`src/rtl/sr_event_recorder.sv`:
```
// Clocked SR latch model with a timestamped transition log.
// Every change of {Q,QN} is pushed into a FIFO that a consumer drains over valid/ready.
module sr_event_recorder #(
  parameter int unsigned TSW   = 16,
  parameter int unsigned DEPTH = 8
) (
  input  logic                     CLK,
  input  logic                     RST,
  input  logic                     S,
  input  logic                     R,
  input  logic                     CLR,
  output logic                     Q,
  output logic                     QN,
  output logic                     INV,
  output logic                     EV_VALID,
  input  logic                     EV_READY,
  output logic [TSW+2:0]           EV_DATA,
  output logic                     OVF,
  output logic [$clog2(DEPTH):0]   COUNT
);

  localparam int unsigned AW = $clog2(DEPTH);
  localparam int unsigned CW = AW + 1;
  localparam int unsigned DW = TSW + 3;

  logic          s_meta_q, s_meta_d, s_sync_q, s_sync_d;
  logic          r_meta_q, r_meta_d, r_sync_q, r_sync_d;
  logic          q_q, q_d, qn_q, qn_d, inv_q, inv_d;
  logic [TSW-1:0] ts_q, ts_d;
  logic [AW-1:0] wr_ptr_q, wr_ptr_d, rd_ptr_q, rd_ptr_d;
  logic [CW-1:0] count_q, count_d;
  logic          ovf_q, ovf_d;
  logic [DW-1:0] mem_q [DEPTH];
  logic [DW-1:0] mem_d [DEPTH];

  logic push_c, pop_c, full_c, accept_c, drop_c;

  always_ff @(posedge CLK or posedge RST) begin
    if (RST) begin
      s_meta_q <= 1'b0;
      s_sync_q <= 1'b0;
      r_meta_q <= 1'b0;
      r_sync_q <= 1'b0;
      q_q      <= 1'b0;
      qn_q     <= 1'b1;
      inv_q    <= 1'b0;
      ts_q     <= '0;
      wr_ptr_q <= '0;
      rd_ptr_q <= '0;
      count_q  <= '0;
      ovf_q    <= 1'b0;
      for (int i = 0; i < int'(DEPTH); i++) mem_q[i] <= '0;
    end else begin
      s_meta_q <= s_meta_d;
      s_sync_q <= s_sync_d;
      r_meta_q <= r_meta_d;
      r_sync_q <= r_sync_d;
      q_q      <= q_d;
      qn_q     <= qn_d;
      inv_q    <= inv_d;
      ts_q     <= ts_d;
      wr_ptr_q <= wr_ptr_d;
      rd_ptr_q <= rd_ptr_d;
      count_q  <= count_d;
      ovf_q    <= ovf_d;
      for (int i = 0; i < int'(DEPTH); i++) mem_q[i] <= mem_d[i];
    end
  end

  always_comb begin
    s_meta_d = S;
    s_sync_d = s_meta_q;
    r_meta_d = R;
    r_sync_d = r_meta_q;
    q_d      = q_q;
    qn_d     = qn_q;
    inv_d    = 1'b0;
    ts_d     = ts_q + TSW'(1);
    wr_ptr_d = wr_ptr_q;
    rd_ptr_d = rd_ptr_q;
    for (int i = 0; i < int'(DEPTH); i++) mem_d[i] = mem_q[i];

    // Leaving the invalid state resolves deterministically to reset.
    unique case ({s_sync_q, r_sync_q})
      2'b10: begin q_d = 1'b1; qn_d = 1'b0; end
      2'b01: begin q_d = 1'b0; qn_d = 1'b1; end
      2'b11: begin q_d = 1'b0; qn_d = 1'b0; inv_d = 1'b1; end
      default: begin
        if (inv_q) begin
          q_d  = 1'b0;
          qn_d = 1'b1;
        end
      end
    endcase

    push_c   = {q_d, qn_d} != {q_q, qn_q};
    pop_c    = (count_q != '0) && EV_READY;
    full_c   = count_q == CW'(DEPTH);
    accept_c = push_c && (!full_c || pop_c);
    drop_c   = push_c && full_c && !pop_c;

    if (accept_c) begin
      mem_d[wr_ptr_q] = {ts_q, inv_d, q_d, qn_d};
      wr_ptr_d        = wr_ptr_q + AW'(1);
    end
    if (pop_c) rd_ptr_d = rd_ptr_q + AW'(1);

    count_d = count_q + CW'(accept_c) - CW'(pop_c);
    ovf_d   = (ovf_q && !CLR) || drop_c;
  end

  assign Q        = q_q;
  assign QN       = qn_q;
  assign INV      = inv_q;
  assign EV_VALID = count_q != '0;
  assign EV_DATA  = mem_q[rd_ptr_q];
  assign OVF      = ovf_q;
  assign COUNT    = count_q;

endmodule

```
`config.mk`:
```
export PLATFORM = sky130hd
export DESIGN_NAME = sr_event_recorder
export DESIGN_NICKNAME = d
export VERILOG_FILES = /design/src/rtl/sr_event_recorder.sv
export SDC_FILE = /design/constraint.sdc
export NUM_CORES = 1
export LEC_CHECK = 0
export ABC_AREA = 1
export BUFFER_PORTS_ARGS = -buffer_cell sky130_fd_sc_hd__buf_4
export CAP_MARGIN = 10
export CORE_MARGIN = 1
export CORE_UTILIZATION = 25
export DETAILED_ROUTE_END_ITERATION = 10
export PLACE_DENSITY = 0.45
export SYNTH_ARGS = -nofsm -noshare
export SYNTH_HDL_FRONTEND = slang
export SYNTH_SLANG_ARGS = --single-unit
```
`constraint.sdc`:
```
create_clock -name CLK -period 7.6 [get_ports CLK]
set_input_delay 1.14 -clock CLK [delete_from_list [all_inputs] [get_ports CLK]]
set_output_delay 1.14 -clock CLK [all_outputs]
set_load 0.005 [all_outputs]
```
==> qor_table.md, run 1 <==
| Quantity | Reported | Unit |
|:---|:---|:---|
| Clk network pwr share | 23.5 | % |
| Via count | 7,674 | - |
| Design internal power | 2.12 | mW |
| Overall routing resource usage | 15.8 | % |
| Part of the power in combinational logic | 39.8 | % |
| Hold violation count in the final report | 0 | - |
| Initial drt markers | 741 | - |
| Complex-gate fraction of the synthesized area | 4.89 | % |
| RSZ-0062 raised after global routing | false | - |
| Syn Std Cell Area | 9290 | um^2 |
| Total placed instance area | 9760 | um^2 |
| Switching part of the total | 42.7 | % |
| Register bit count reported by yosys | 186 | - |
| Standard cell with the maximum stage delay on the critical path | dfrtp_4 | - |
| Power density cells | 359 | nW/um^2 |
| Number of placement rows | 70 | - |
| Area share of and/or/nand/nor cells after synthesis | 30.3 | % |
| Post-synthesis sequential area ratio | 50.1 | % |
| Critical path start-end classification | flop to primary output | - |
| Number of detailed-routing iterations run before antenna repair | 5 | - |
| Post-cts gate resize count | 0 | - |
| Static leakage | 5.16 | nW |
| Routed wire length | 29,000 | um |
| Slew at the pin with the worst max-slew slack | 1.08 | ns |
| Status | finished, final reports clean | - |
| Clk pin slew, worst setup/hold paths | 0.07 | ns |
| Combinational family with the most area after synthesis | simple AND/OR/NAND/NOR gates | - |
| Reg power frac | 36.7 | % |
| Count of port buffers added during placement | 33 | - |
| Max-capacitance violation count | 0 | - |
| Cell at the root of the clock tree | clkbuf_16 | - |
| Cell breakdown of the critical path | inv_1 -> buf_4 -> nor2_1 -> o22ai_1 -> nand2_1 -> nand2_1 -> buf_4 | - |
| Via count of the first global-routing pass | 7,563 | - |
| Worst reg-to-reg setup slack | 4.28 | ns |
| Critical Path RT | 6.46 | ns |
| Area added between synthesis and finish | 11.0 | % |
| RePlAce Congestion | 0.720 | - |
| Worst stage delay on the critical path | 0.69 | ns |
| Hpwl dp | 15,800 | um |
| Worst slew slack as a fraction of its limit | 27.6 | % |
| Sw power | 1.58 | mW |
| Number of library cell types mapped by synthesis | 24 | - |
| Average size of a mapped cell | 8.52 | um^2 |
| Max frequency | 0.247 | GHz |
| Detailed-route vias per instance | 4.98 | - |
| Non-Filler Cell Area, Final | 10,300 | um^2 |
| Arrival time reported for the critical path endpoint | 2.90 | ns |
| Deepest level of the CTS H-tree | 4 | - |
| Initial Util | 25.4 | % |
| Final Total Pwr | 3.70 | mW |
| Routed wl met3 | 1120 | um |
| Post-route DRC violation count | 0 | - |
| IO Count | 34 | - |
| CTS tree | done | - |
| Gr ovfl total | 0 | - |
| Detailed route wirelength on metal2 | 12,700 | um |
| Average routed wire per standard cell | 18.9 | um |
| Fillcell total | 3,949 | - |
| Final Max Tran Viols | 0 | - |
| Antenna violations before repair | 0 | - |
| Setup Skew | 0.0106 | ns |
| Final critical-path setup slack | 3.56 | ns |
| Period utilisation layout | 53.2 | % |
| Worst setup SP type | flop | - |
| Final nets | 1,075 | - |
| Highest metal layer used by the detailed router | met4 | - |
| Worst skew pair latency | 0.44 | ns |
| Synth Area in Adders | 1.43 | % |
| Xor and xnor fraction of the mapped netlist area | 1.79 | % |
| Clock buffers created by TritonCTS | 17 | - |
| Routed met1 length | 15,000 | um |
| Clk sinks | 186 | - |
| Maximum root-to-sink buffer count | 2 | - |
| Number of nets still failing antenna checks after routing | 0 | - |
| Share of post-route cells with drive strength above 1 | 9.61 | % |
| Min Tclk post-route | 4.04 | ns |
| Die X | 195 | um |
| Crit path capture type | primary output | - |
| Area of the core region | 36,600 | um^2 |
| Multiplexer fraction of the synthesized cell area | 4.09 | % |
| Die area | 37,900 | um^2 |
| Wire length of the first global-routing pass | 46,400 | um |
| Pin count of the biggest net entering global routing | 94 | - |
| Biggest fanout along the worst timing path | 33 | - |
| Setup Total Neg Slack | 0 | ns |
| Maximum ir drop on the vdd rail | 191 | uV |
| Number of cells produced by synthesis | 1,091 | - |
| Number of warnings printed during yosys synthesis | 0 | - |
| Worst hold-check path type | flop to flop | - |
| Setup slack after placement | 3.82 | ns |
| Post-CTS setup buffers | 0 | - |
| Antenna Diode Count | 0 | - |
| Die span in y | 195 | um |
| Count of endpoints failing setup in the final report | 0 | - |
| Synthesized Nets | 1,107 | - |
| Quantity of hold-fixing buffers added after cts | 0 | - |
[metrics by stage]
stage                     cells  hold WS (ns)  utilization (%)
after floorplan            1091         0.331                -
after global placement     1508         0.343             26.7
after detailed placement   1508         0.342             26.7
after CTS                  1540         0.364             28.2
after global routing       1540         0.379             28.2
final                      1540         0.358             28.2
[state kept, by name, indices dropped and copies added (netlist names)]
register	cells
COUNT	4
INV	1
OVF	1
Q	1
QN	1
mem_q	152
r_meta_q	1
r_sync_q	1
rd_ptr_q	3
s_meta_q	1
s_sync_q	1
ts_q	16
wr_ptr_q	3
[final cells by class]
class / count / area (um^2) / area share [%]
clock inverter: 13 / 110 / 1.07
multi-input combinational: 776 / 4020 / 38.9
timing repair buffer: 50 / 388 / 3.76
inverter: 28 / 113 / 1.09
sequential: 186 / 4660 / 45.2
tap: 468 / 586 / 5.68
clock buffer: 19 / 443 / 4.29
[worst paths after layout]
check / startpoint / end / cells after the start
worst max-delay path: rd_ptr_q[0]$_DFFE_PP0P_ / EV_DATA[10] / 7
worst min-delay path: r_meta_q$_DFF_PP0_ / r_sync_q$_DFF_PP0_ / 0
worst max register to register: COUNT[1]$_DFF_PP0_ / COUNT[2]$_DFF_PP0_ / 11
worst min register to register: r_meta_q$_DFF_PP0_ / r_sync_q$_DFF_PP0_ / 0
max in group asynchronous: RST / mem_q[81]$_DFFE_PP0P_ / 3
min in group asynchronous: RST / r_meta_q$_DFF_PP0_ / 2
[cell usage after synthesis, drive strengths merged]
library cell / instances / area (um^2)
dfstp: 1 / 26.3
xnor2: 8 / 70.1
buf: 73 / 475
o21ai: 41 / 205
a21oi: 1 / 5.00
clkbuf: 28 / 105
mux2i: 38 / 380
nor2: 51 / 191
nand3: 19 / 135
a31oi: 1 / 6.26
nor3: 9 / 45.0
o22ai: 38 / 238
fa: 1 / 20.0
inv: 26 / 97.6
dfrtp: 185 / 4630
nand4: 154 / 963
ha: 9 / 113
nand2: 395 / 1480
clkinv: 2 / 7.51
xor2: 11 / 96.3
[worst max-delay path: cells and delay by family, from the launching register on]
family	cells	cell delay (ns)
simple gates	3	0.31
buf+inv	3	1.23
compound gates	1	0.22
flops	1	0.69
[power groups by stage]
stage                     clock network (mW)  logic [mW]  registers (mW)
final                                  0.870        1.47            1.36
after global routing                   0.934        1.64            1.39
after CTS                              0.892        1.49            1.36
after global placement                     0        1.48            1.38
after detailed placement                   0        1.49            1.38
after floorplan                            0        1.00            1.30
[cell families after synthesis]
family                     count (synthesis)
AOI/OAI and AO/OA                         81
and+or+nand+nor                          628
DFF                                      186
muxes                                     38
xor gates and xnor gates                  19
adders and majority gates                 10
buffers and inverters                    129
[layer usage]
| layer | track usage (%) | up-vias |
|---|---|---|
| met1 | 23.9 | 3857 |
| met2 | 23.2 | 160 |
| li1 | - | 3636 |
| met3 | 2.93 | 21 |
| met5 | 0 | - |
| met4 | 3.30 | 0 |
[cells in the final DEF, fill, tap and decap left out, drive strengths merged, types with 11 or more instances in the layout]
| master | synthesis | layout |
|---|---|---|
| xor2 | 11 | 11 |
| nand2 | 395 | 395 |
| dfrtp | 185 | 185 |
| nand4 | 154 | 154 |
| buf | 73 | 50 |
| inv | 26 | 32 |
| nor2 | 51 | 51 |
| nand3 | 19 | 19 |
| clkbuf | 28 | 19 |
| o21ai | 41 | 41 |
| mux2i | 38 | 38 |
| o22ai | 38 | 38 |
(Power assumes the default switching activity.)
==> inputs of run 2 (changes only) <==
Settings changed: PLACE_DENSITY 0.45 to 0.46.
Clock period 7.6 ns to 3.3 ns, I/O delays scaled along.
==> run 2 against run 1 <==
Effect of this change: design area rose by 2.2%; via count fell by 0.39%; core utilization rose by 0.63 points; combinational power rose by 140%; wire length fell by 0.52%; setup slack got worse by 3.0 ns; non-clock buffer count rose by 15; critical path depth fell by 1; critical endpoint is now EV_DATA[15]; largest power group unchanged.
==> qor_table.md, run 2 (same netlist as run 1, synthesis figures left out) <==
| Quantity | Reported | Unit |
|:---|:---|:---|
| Status | finished, final reports clean | - |
| Max frequency | 0.362 | GHz |
| Via count | 7,644 | - |
| Fillcell total | 3,914 | - |
| Pin count of the biggest net entering global routing | 103 | - |
| Gr ovfl total | 0 | - |
| Final nets | 1,090 | - |
| Leading cell type in the layout, fill and taps excluded | nand2_1 | - |
| Arrival time reported for the critical path endpoint | 2.27 | ns |
| Register name with the most flops | mem_q | - |
| Critical Path RT | 2.80 | ns |
| Number of nets still failing antenna checks after routing | 0 | - |
| Crit path capture type | primary output | - |
| Number of placement rows | 70 | - |
| Share of post-route cells with drive strength above 1 | 10.8 | % |
| Area of the core region | 36,600 | um^2 |
| Wire length of the first global-routing pass | 45,800 | um |
| Average routed wire per standard cell | 18.6 | um |
| Die X | 195 | um |
| Overall routing resource usage | 15.7 | % |
| Post-Route Hold Slack | 0.109 | ns |
| Area added between synthesis and finish | 13.5 | % |
| Clk pin slew, worst setup/hold paths | 0.07 | ns |
| Period utilisation layout | 83.8 | % |
| Final Max Tran Viols | 0 | - |
| Maximum ir drop on the vdd rail | 389 | uV |
| Quantity of hold-fixing buffers added after cts | 0 | - |
| Die span in y | 195 | um |
| Deepest level of the CTS H-tree | 4 | - |
| Worst reg-to-reg setup slack | 0.86 | ns |
| Cell at the root of the clock tree | clkbuf_16 | - |
| RSZ-0062 raised after global routing | false | - |
| Via count of the first global-routing pass | 7,522 | - |
| Leading cell types in the layout, fill and taps excluded | nand2_1, dfrtp_1, nand4_1 | - |
| Initial Util | 25.4 | % |
| Slew at the pin with the worst max-slew slack | 0.753 | ns |
| Min Tclk post-route | 2.77 | ns |
| Clock buffers created by TritonCTS | 17 | - |
| Power density cells | 826 | nW/um^2 |
| Initial drt markers | 569 | - |
| Post-CTS setup buffers | 0 | - |
| Setup Skew | 0.0120 | ns |
| Worst skew pair latency | 0.44 | ns |
| Count of endpoints failing setup in the final report | 0 | - |
| Antenna violations before repair | 0 | - |
| Non-Filler Cell Area, Final | 10,500 | um^2 |
| Antenna Diode Count | 0 | - |
| Total placed instance area | 9960 | um^2 |
| Worst setup SP type | flop | - |
| Max-capacitance violation count | 0 | - |
| Worst hold-check path type | input pin to async pin | - |
| CTS tree | done | - |
| Maximum root-to-sink buffer count | 2 | - |
| Post-layout util | 28.8 | % |
| Routed wire length | 28,900 | um |
| Flip-flop count of the largest register, all copies and words added | 152 | - |
| Setup Total Neg Slack | 0 | ns |
| Detailed-route vias per instance | 4.92 | - |
| Static leakage | 5.29 | nW |
| Hold violation count in the final report | 0 | - |
| Hpwl dp | 17,300 | um |
| RePlAce Congestion | 0.752 | - |
| Biggest fanout along the worst timing path | 24 | - |
| Die area | 37,900 | um^2 |
| Number of detailed-routing iterations run before antenna repair | 5 | - |
| Critical path start-end classification | flop to primary output | - |
| Post-route DRC violation count | 0 | - |
| IO Count | 34 | - |
| Post-cts gate resize count | 0 | - |
| Clk sinks | 186 | - |
| Final Total Pwr | 8.71 | mW |
| Worst slew slack as a fraction of its limit | 49.7 | % |
| Count of port buffers added during placement | 33 | - |
[run 2: changes by cell type in the layout (fill, tap and decap cells not counted), sizes merged]
cell | before | now
clkbuf | 19 | 21
clkinv | 5 | 8
clkinvlp | 4 | 2
inv | 32 | 26
buf | 50 | 65
bufinv | 0 | 2
[run 2: power breakdown]
part	internal (mW)	leakage, nW	total, mW	switching, mW
Sequential	2.76	2.45	3.13	0.374
Clock	1.18	0.289	2.11	0.934
Combinational	1.23	2.55	3.47	2.24
[run 2: per-layer routing]
layer | wire (um) | vias to the layer above | share of wire [%] | global-route usage [%]
met4 | 330 | 0 | 1.1 | 3.79
met1 | 14400 | 3771 | 50 | 23.0
met5 | 0 | - | 0 | 0
met3 | 1390 | 20 | 4.8 | 2.60
met2 | 12800 | 203 | 44 | 23.8
li1 | - | 3650 | - | -
[run 2: layout make-up]
class | instances | area [um^2] | share of cell area (%)
Inverter | 28 | 109 | 1.03
Clock inverter | 10 | 118 | 1.12
Sequential cell | 186 | 4660 | 44.2
Clock buffer | 21 | 470 | 4.46
Tap cell | 468 | 586 | 5.55
Timing Repair Buffer | 65 | 588 | 5.58
Multi-Input combinational cell | 776 | 4020 | 38.1
[run 2: metrics by stage]
step                instances  setup WS (ns)
finish                   1554          0.534
detailed placement       1523          0.887
CTS                      1554          0.563
floorplan                1091          0.413
global placement         1523          0.920
global route             1554          0.491
[run 2: path summary, 6_finish.rpt]
kind,start,to,cells after the start
setup / recovery,rd_ptr_q[0]$_DFFE_PP0P_,EV_DATA[15],6
min in group CLK,R,r_meta_q$_DFF_PP0_,1
setup reg to reg,COUNT[1]$_DFF_PP0_,COUNT[1]$_DFF_PP0_,11
hold / removal,RST,r_meta_q$_DFF_PP0_,2
hold reg to reg,r_meta_q$_DFF_PP0_,r_sync_q$_DFF_PP0_,0
max in group asynchronous,RST,COUNT[3]$_DFF_PP0_,3
[run 2: worst max-delay path, stage by stage (launching register included)]
cell and delay (ns):
dfrtp_4 0.58, buf_4 0.42, mux2i_1 0.34, o22ai_1 0.12, nand2_1 0.10, nand2_1 0.11, buf_4 0.15
==> inputs of run 3 (changes only) <==
Settings changed: ABC_AREA 1 to 0.
Clock period 3.3 ns to 2.4 ns, I/O delays scaled along.
==> run 3 against run 2 <==
Effect of this change: core utilization increased by 2.3 points; setup slack got worse by 0.53 ns; global-route usage decreased by 4.0 points; critical endpoint is now EV_DATA[9]; first-iteration DRC count decreased by 67%; combinational power increased by 39%; wire length decreased by 31%.
==> qor_table.md, run 3 <==
| Quantity | Reported | Unit |
|:---|:---|:---|
| Largest area contributor in the netlist | dfrtp_1 | - |
| Most frequent cells after synthesis | dfrtp_1, mux2_2, mux2_4, mux4_2, clkbuf_1 | - |
| Worst setup SP type | flop | - |
| Fillcell total | 3,349 | - |
| Die area | 36,000 | um^2 |
| Reg power frac | 36.3 | % |
| Fraction of post-synthesis cell area in the top cell type by area | 52.6 | % |
| CTS tree | done | - |
| Area of the core region | 34,600 | um^2 |
| Final nets | 627 | - |
| Synthesized Nets | 560 | - |
| Design internal power | 8.23 | mW |
| Leading cell type in the layout, fill and taps excluded | dfrtp_1 | - |
| Clk network pwr share | 22.6 | % |
| RSZ-0062 raised after global routing | true | - |
| Number of enable-type register cells in the synthesized netlist | 0 | - |
| Crit path capture type | primary output | - |
| Average routed wire per standard cell | 18.4 | um |
| Final cell count without fillers | 1,078 | - |
| IO Count | 34 | - |
| Count of port buffers added during placement | 33 | - |
| Area added between synthesis and finish | 22.4 | % |
| Xor and xnor fraction of the mapped netlist area | 2.09 | % |
| RePlAce Congestion | 0.714 | - |
| Status | finished, final reports clean | - |
| Worst stage delay on the critical path | 0.52 | ns |
| Setup Skew | 0.00807 | ns |
| Power density cells | 1090 | nW/um^2 |
| Detailed-route vias per instance | 4.41 | - |
| Complex-gate fraction of the synthesized area | 2.67 | % |
| Worst hold-check path type | input pin to flop | - |
| Post-synthesis sequential area ratio | 52.9 | % |
| Number of cells produced by synthesis | 544 | - |
| Clk sinks | 186 | - |
| Non-Filler Cell Area, Final | 10,800 | um^2 |
| Antenna violations before repair | 0 | - |
| Most instantiated library cell after synthesis | dfrtp_1 | - |
| Biggest fanout along the worst timing path | 13 | - |
| Final Total Pwr | 11.8 | mW |
| Syn Std Cell Area | 8800 | um^2 |
| Maximum ir drop on the vdd rail | 527 | uV |
| Routed wire length | 19,800 | um |
| Switching part of the total | 30.2 | % |
| Standard cell with the maximum stage delay on the critical path | mux4_2 | - |
| Slew at the pin with the worst max-slew slack | 0.648 | ns |
| Hpwl dp | 12,100 | um |
| Buf/Inv on CP | 2 | - |
| Deepest level of the CTS H-tree | 4 | - |
| Leading register cell type out of synthesis | dfrtp_1 | - |
| Number of warnings printed during yosys synthesis | 0 | - |
| Multiplexer fraction of the synthesized cell area | 34.8 | % |
| Leading post-synthesis cells by cell area | dfrtp_1, mux2_2, mux2_4 | - |
| Overall routing resource usage | 11.7 | % |
| Critical Path RT | 2.04 | ns |
| Share of post-route cells with drive strength above 1 | 56.7 | % |
| Wire length of the first global-routing pass | 32,000 | um |
| Synth Area in Adders | 1.51 | % |
| Clk pin slew, worst setup/hold paths | 0.07 | ns |
| Number of placement rows | 68 | - |
| Area share of and/or/nand/nor cells after synthesis | 1.92 | % |
| Number of nets still failing antenna checks after routing | 0 | - |
| Sw power | 3.56 | mW |
| Via count | 4,758 | - |
| Maximum root-to-sink buffer count | 2 | - |
| Initial drt markers | 189 | - |
| Static leakage | 4.86 | nW |
| Combinational family with the most area after synthesis | multiplexers | - |
| Gr ovfl total | 0 | - |
| Max-capacitance violation count | 0 | - |
| Min Tclk post-route | 2.39 | ns |
| Arrival time reported for the critical path endpoint | 2.03 | ns |
| Post-route DRC violation count | 0 | - |
| Leading cell types in the layout, fill and taps excluded | dfrtp_1, mux2_2, mux2_4 | - |
| Part of the power in combinational logic | 41.1 | % |
| Die X | 190 | um |
| Count of endpoints failing setup in the final report | 0 | - |
| Pin count of the biggest net entering global routing | 75 | - |
| Flip-flop count of the largest register, all copies and words added | 152 | - |
| Number of detailed-routing iterations run before antenna repair | 4 | - |
| Final Max Tran Viols | 0 | - |
| Hold violation count in the final report | 0 | - |
| Total placed instance area | 9720 | um^2 |
| Async S/R FF share, synth | 100 | % |
| Register bit count reported by yosys | 186 | - |
| Max frequency | 0.418 | GHz |
| Antenna Diode Count | 0 | - |
| Average size of a mapped cell | 16.2 | um^2 |
| Top delay family on crit path | multiplexers | - |
| Die span in y | 190 | um |
| Register name with the most flops | mem_q | - |
| Clock buffers created by TritonCTS | 17 | - |
| Cell at the root of the clock tree | clkbuf_16 | - |
| Initial Util | 25.4 | % |
| Worst skew pair latency | 0.42 | ns |
| Inst Count DP | 1,018 | - |
| Cell breakdown of the critical path | buf_12 -> mux4_2 -> mux2_4 -> buf_6 | - |
| Worst slew slack as a fraction of its limit | 56.6 | % |
| Critical path start-end classification | flop to primary output | - |
| Period utilisation layout | 99.7 | % |
| Via count of the first global-routing pass | 5,437 | - |
| Number of library cell types mapped by synthesis | 35 | - |
[run 3: cell types whose count changed after synthesis, sizes merged, moves of 13 or more]
cell,change
buf,-50
nand2,-388
nand4,-151
o21ai,-39
nor2,-45
mux2i,-38
nand3,-13
o22ai,-38
mux2,+173
mux4,+38
[run 3: area by class of cell]
class | instances | area, um^2 | area share, %
clock buffer | 18 | 429 | 3.98
sequential | 186 | 4660 | 43.2
clock inverter | 13 | 123 | 1.14
inverter | 17 | 67.6 | 0.627
tap | 455 | 569 | 5.28
timing repair buffer | 90 | 1030 | 9.57
multi-input combinational | 299 | 3890 | 36.2
[run 3: worst reg2reg max path, stage by stage, from the launching register on]
cell     delay, ns
dfrtp_1       0.40
inv_2         0.08
ha_2          0.15
or3b_4        0.39
nor2_4        0.12
a21oi_4       0.05
inv_2         0.06
ha_4          0.19
inv_2         0.06
ha_4          0.13
inv_2         0.04
fa_2          0.54
inv_1         0.04
[run 3: logic make-up (layout without fill, tap and decap cells)]
group | Yosys count | in the layout
mux | 211 | 211
flops | 186 | 186
buf+inv | 59 | 138
simple gates | 32 | 32
compound gates | 25 | 25
xor+xnor | 21 | 21
fa+ha+maj | 10 | 10
[run 3: stage by stage]
step	util (%)	setup WS, ns	TNS, ns	hold WS, ns
floorplan	-	-0.352	-65.06	0.331
CTS	30.6	-0.0351	-0.281	0.0235
detailed placement	28.1	-0.0622	-1.02	0.340
finish	31.1	0.00759	0	0.0450
global placement	28.1	-0.0107	-0.130	0.335
global route	31.1	-0.0567	-0.680	0.0220
[run 3: final timing paths]
check | slack [ns] | depth (start not counted) | start | to
worst min-delay path | 0.04 | 1 | S | s_meta_q$_DFF_PP0_
worst max-delay path | 0.008 | 4 | rd_ptr_q[0]$_DFFE_PP0P_ | EV_DATA[9]
min in group asynchronous | 0.54 | 3 | RST | mem_q[39]$_DFFE_PP0P_
worst max register to register | 0.08 | 12 | COUNT[2]$_DFF_PP0_ | COUNT[1]$_DFF_PP0_
max in group asynchronous | 1.10 | 4 | RST | mem_q[72]$_DFFE_PP0P_
worst min register to register | 0.35 | 0 | r_meta_q$_DFF_PP0_ | r_sync_q$_DFF_PP0_
[run 3: power by group through the flow]
stage / logic, mW / registers, mW / clock network, mW
CTS: 4.73 / 4.28 / 2.78
floorplan: 2.98 / 4.17 / 0
global route: 5.20 / 4.37 / 2.89
finish: 4.84 / 4.28 / 2.67
detailed placement: 4.26 / 4.31 / 0
global placement: 4.19 / 4.26 / 0
[run 3: timing repair]
item | CTS | global route
setup buffers | 15 | 12
setup endpoints to repair | 51 | 40
endpoints found under the hold margin | 15 | 0
pin swaps | 1 | 4
resized for setup | 23 | 18
gates cloned | 1 | 0
hold buffers | 1 | 0
[run 3: layer usage]
layer | track usage (%) | up-vias | routed length, um
li1 | - | 2112 | -
met1 | 14.7 | 2552 | 8810
met2 | 19.9 | 62 | 10100
met3 | 1.88 | 32 | 452
met4 | 4.96 | 0 | 435
met5 | 0 | - | 0
